<file path="src/rtl/lc3_fetch_prefetch.sv">
// Instruction prefetch unit: issues sequential reads under a credit rule and
// buffers {instr, pc} pairs in a small queue, with branch redirect and flush.
module lc3_fetch_prefetch #(
  parameter int              AW       = 16,
  parameter int              DW       = 16,
  parameter int              DEPTH    = 4,
  parameter logic [AW-1:0]   RESET_PC = 16'h3000
) (
  input  logic                     clk,
  input  logic                     rst,
  input  logic                     br_taken,
  input  logic [AW-1:0]            taddr,
  output logic                     imem_rd,
  output logic [AW-1:0]            imem_addr,
  input  logic [DW-1:0]            imem_dout,
  output logic                     out_valid,
  input  logic                     out_ready,
  output logic [DW-1:0]            out_instr,
  output logic [AW-1:0]            out_pc,
  output logic [AW-1:0]            out_npc,
  output logic [$clog2(DEPTH):0]   count
);

  localparam int PW = $clog2(DEPTH);
  localparam int CW = PW + 1;

  localparam logic [AW-1:0] PC_ONE   = AW'(1);
  localparam logic [PW-1:0] PTR_ONE  = PW'(1);
  localparam logic [PW-1:0] PTR_ZERO = PW'(0);
  localparam logic [CW-1:0] CNT_ONE  = CW'(1);
  localparam logic [CW-1:0] CNT_ZERO = CW'(0);
  localparam logic [CW:0]   DEPTH_X  = (CW+1)'(DEPTH);

  logic [AW-1:0] fetch_pc_r;
  logic          inflight_r;
  logic [AW-1:0] infl_pc_r;
  logic [DW-1:0] instr_q_r [DEPTH];
  logic [AW-1:0] pc_q_r    [DEPTH];
  logic [PW-1:0] head_r;
  logic [PW-1:0] tail_r;
  logic [CW-1:0] count_r;

  logic          pop_s;
  logic          push_s;
  logic          rd_s;
  logic [CW:0]   occ_s;

  // Issue credit: queued entries plus the outstanding read must fit in the queue.
  always_comb begin
    occ_s  = {1'b0, count_r} + {{CW{1'b0}}, inflight_r};
    pop_s  = (count_r != CNT_ZERO) && out_ready;
    push_s = inflight_r && !br_taken && !rst;
    if (rst || br_taken) begin
      rd_s = 1'b0;
    end else if (occ_s < DEPTH_X) begin
      rd_s = 1'b1;
    end else if ((occ_s == DEPTH_X) && pop_s) begin
      rd_s = 1'b1;
    end else begin
      rd_s = 1'b0;
    end
  end

  // Head presentation; fields read as zero whenever the queue is empty.
  always_comb begin
    out_valid = (count_r != CNT_ZERO);
    count     = count_r;
    imem_rd   = rd_s;
    imem_addr = fetch_pc_r;
    if (count_r != CNT_ZERO) begin
      out_instr = instr_q_r[head_r];
      out_pc    = pc_q_r[head_r];
      out_npc   = pc_q_r[head_r] + PC_ONE;
    end else begin
      out_instr = {DW{1'b0}};
      out_pc    = {AW{1'b0}};
      out_npc   = {AW{1'b0}};
    end
  end

  // Fetch PC and the single outstanding-read tracker.
  always_ff @(posedge clk) begin
    if (rst) begin
      fetch_pc_r <= RESET_PC;
      inflight_r <= 1'b0;
      infl_pc_r  <= {AW{1'b0}};
    end else begin
      inflight_r <= rd_s;
      if (br_taken) begin
        fetch_pc_r <= taddr;
      end else if (rd_s) begin
        fetch_pc_r <= fetch_pc_r + PC_ONE;
        infl_pc_r  <= fetch_pc_r;
      end
    end
  end

  // Queue pointers and occupancy; a redirect or reset empties the queue.
  always_ff @(posedge clk) begin
    if (rst || br_taken) begin
      head_r  <= PTR_ZERO;
      tail_r  <= PTR_ZERO;
      count_r <= CNT_ZERO;
    end else begin
      if (push_s) begin
        tail_r <= tail_r + PTR_ONE;
      end
      if (pop_s) begin
        head_r <= head_r + PTR_ONE;
      end
      case ({push_s, pop_s})
        2'b10:   count_r <= count_r + CNT_ONE;
        2'b01:   count_r <= count_r - CNT_ONE;
        default: count_r <= count_r;
      endcase
    end
  end

  // Queue storage; push already excludes reset and redirect cycles.
  always_ff @(posedge clk) begin
    if (push_s) begin
      instr_q_r[tail_r] <= imem_dout;
      pc_q_r[tail_r]    <= infl_pc_r;
    end
  end

endmodule

</file>
<file path="config.mk">
export PLATFORM = sky130hd
export DESIGN_NAME = lc3_fetch_prefetch
export DESIGN_NICKNAME = d
export VERILOG_FILES = /design/src/rtl/lc3_fetch_prefetch.sv
export SDC_FILE = /design/constraint.sdc
export NUM_CORES = 1
export LEC_CHECK = 0
export ABC_CLOCK_PERIOD_IN_PS = 6900
export BUFFER_PORTS_ARGS = -buffer_cell sky130_fd_sc_hd__buf_2
export CORE_UTILIZATION = 60
export CTS_CLUSTER_DIAMETER = 100
export DETAILED_ROUTE_END_ITERATION = 16
export PLACE_DENSITY = 0.83
export SLEW_MARGIN = 15
export SYNTH_ARGS = -nofsm -noshare
export SYNTH_HDL_FRONTEND = slang
export SYNTH_SLANG_ARGS = --single-unit
</file>
<file path="constraint.sdc">
create_clock -name clk -period 6.9 [get_ports clk]
set_clock_uncertainty 0.15 [all_clocks]
set_input_delay 1.38 -clock clk [delete_from_list [all_inputs] [get_ports clk]]
set_output_delay 1.38 -clock clk [all_outputs]
set_load 0.05 [all_outputs]
</file>
==> run metrics <==
status=completed; Mapped Cells=529; hold depth=0; DR pass1 iterations=5; ys flop type=edfxtp_1; Post-CTS Setup Bufs=0; initial antenna violation count=0; total chip power=0.00218 W; Final ANT Viol Nets=0; WL/cell=roughly 21 um; CTS clk-pin slew, worst paths=0.06 ns; FF-to-FF End=count[2]; area share of the largest cell type after synthesis=51.3%; largest cells by area after synthesis=edfxtp_1 (51%), dfxtp_1 (11%), mux4_2 (9.6%); post-synthesis cell type count=53; fin. max-slew vios=0; CP Cell Sequence=buf_4 -> mux4_2 -> ha_1 -> nand4_4 -> or4_1 -> a21oi_1 -> buf_2; minimum clock period=4.92 ns; #FFs+latches synth=170; vias in the first global route=4,828; Critical Path Fanout Max=21; post-CTS sizing=0; CP max stage cell=dfxtp_1; clk root buf=clkbuf_16; vias after detailed routing=approximately 5.0k; num rows=40; Vias/cell=6.24; Chip Width=between 100 and 150 um; R2R depth=9; hold path start=infl_pc_r[11]; clk_lat worst skew=0.43 ns; Worst slew margin=24.9%; reg2reg start=count[2]; Place WS=2.46 ns; core area=about 12,000 um2; Yosys top cell by area=edfxtp_1; gr usage total=27.3%; Non-Filler Instances=806; WP data arrival=3.39 ns; final hold viol count=0; sequential-to-total area share from yosys stat=62.5%; P per Cell Area=251 nW/um2; worst hold path type=register to register; CP delay by family, top=flip-flops; Worst setup SP type=register; Inst Count DP=774; CTS tree=yes; worst min-delay path endpoint=pc_q_r[0][11]; Syn Std Cell Area=7490 um2; Iter 0 DRT Violations=314; Synth Net Count=between 500 and 600; commonest non-fill, non-tap cell in the layout=edfxtp_1; unrepaired setup endpoints after global routing=no; largest net degree at the start of global routing=47; CTS Buf Count=17; maximum vdd drop=0.144 mV; Crit Path Class=register to output port; largest buffer count on any clock path=2; num ports=about 110; Final Wtd Congestion=0.861; Setup TNS Final=0 ns; hpwl dp=9.84 mm; Initial Util=61.9%; CP endpoint kind=output port; Nets=671; CP max stage delay=~0.99 ns; most used cells in the layout excluding fill and tap cells=edfxtp_1 (128), buf_2 (104), dfxtp_1 (41); Peak Freq=203 MHz; # clock sinks=170; Reg2Reg Setup Slack=about 3.1 ns; antenna cells=0; DIE HEIGHT=114 um; first-pass GRT wire length=around 26 mm; Max Cap Viol=0; CP Data Required Time=5.37 ns; leakage=about 3.2 nW; Post-synth EDFFs=128; share of layout cells above drive strength 1=29.3%; CP bufs+invs=2; Post-route DRC=0; Area Overhead vs Synth=15.9%; syn avg cell area=14.2 um2; IO Port Bufs=104; Worst-Margin Slew=1.12 ns; H-Tree Depth=4; endpoints failing setup=0; global route overflow=0; hold_buf cts=0; period utilisation layout=71.3%; Yosys warning count=0; Final WS setup=between 1.5 and 2 ns; ys async rst share=0%; Post-Route WL=16.7 mm; die area=12,900 um2; hold_ws=between 0.3 and 0.4 ns
-- worst max path at each step --
stage / start / endpoint / cells past startpoint
global route: count[2] / out_npc[15] / 5
detailed placement: register / out_npc[12] / 7
CTS: register / out_npc[12] / 7
global placement: register / out_npc[12] / 7
finish: register / out_npc[12] / 7
floorplan: out_ready / imem_rd / 6
-- layer usage --
layer / GRT usage, % / share of wire [%] / wire [um]
met3: 4.94 / 6.1 / 1020
met5: 0 / 0 / 0
met2: 44.5 / 51 / 8440
met4: 10.6 / 2.2 / 375
met1: 36.8 / 41 / 6830
-- through the flow --
step | utilization (%) | instance area (um2)
2_1_floorplan | - | 7490
3_3_place_gp | 66.9 | 8110
3_5_place_dp | 66.9 | 8110
4_1_cts | 71.7 | 8680
5_1_grt | 71.7 | 8680
6_report | 71.7 | 8680
-- synth_stat cells, types with 5 or more instances --
library cell and number:
a21oi_1 22, a311oi_1 9, and2_1 33, and3_1 7
clkbuf_1 25, dfxtp_1 42, edfxtp_1 128, ha_1 9
inv_1 15, mux4_2 32, nand2_1 8, nand3_1 10
nand4_1 21, nor2_1 40, nor3_1 8, nor4_1 8
o21ai_0 9, o31ai_1 25, or3_1 7, or4_1 6
xor2_1 5
-- cells by family (layout without fill, tap and decap cells) --
kind of cell,count (synthesis),after routing,share of synthesized area [%]
buffers and inverters,52,161,3.34
xor gates and xnor gates,8,8,0.935
adders and majority gates,10,10,1.77
and+or+nand+nor,166,166,12.8
DFF,170,170,62.5
muxes,40,40,10.8
AOI/OAI and AO/OA,83,83,7.88
-- where the power goes --
part	total, W	switching, W	internal (W)
logic	0.000121	0.0000844	0.0000369
clock network	0.000932	0.000395	0.000537
registers	0.00113	0.0000191	0.00111
-- area by class of cell --
type | instances | area (um2)
well taps | 168 | 210
clock buffers | 19 | 433
fillers | 784 | 3430
inverters | 15 | 56.3
repair buffers | 114 | 596
clock inverters | 13 | 143
flip-flops and latches | 170 | 4690
multi-input cells | 307 | 2560
-- flip-flops by register name (all words and copies together) (netlist names), named ones only --
register    count
count           3
head_r          2
imem_addr      16
infl_pc_r      16
inflight_r      1
instr_q_r      64
pc_q_r         64
tail_r          2
-- worst register-to-register path: cells and delay by family (launching register included) --
family | cells | cell delay, ns
AND/OR/NAND/NOR | 3 | 1.70
buffers and inverters | 2 | 0.82
adder cells (fa/ha/maj) | 2 | 0.43
flip-flops | 1 | 0.38
AO/OA/AOI/OAI | 1 | 0.20
XOR/XNOR | 1 | 0.08
(Power assumes the default switching activity.)
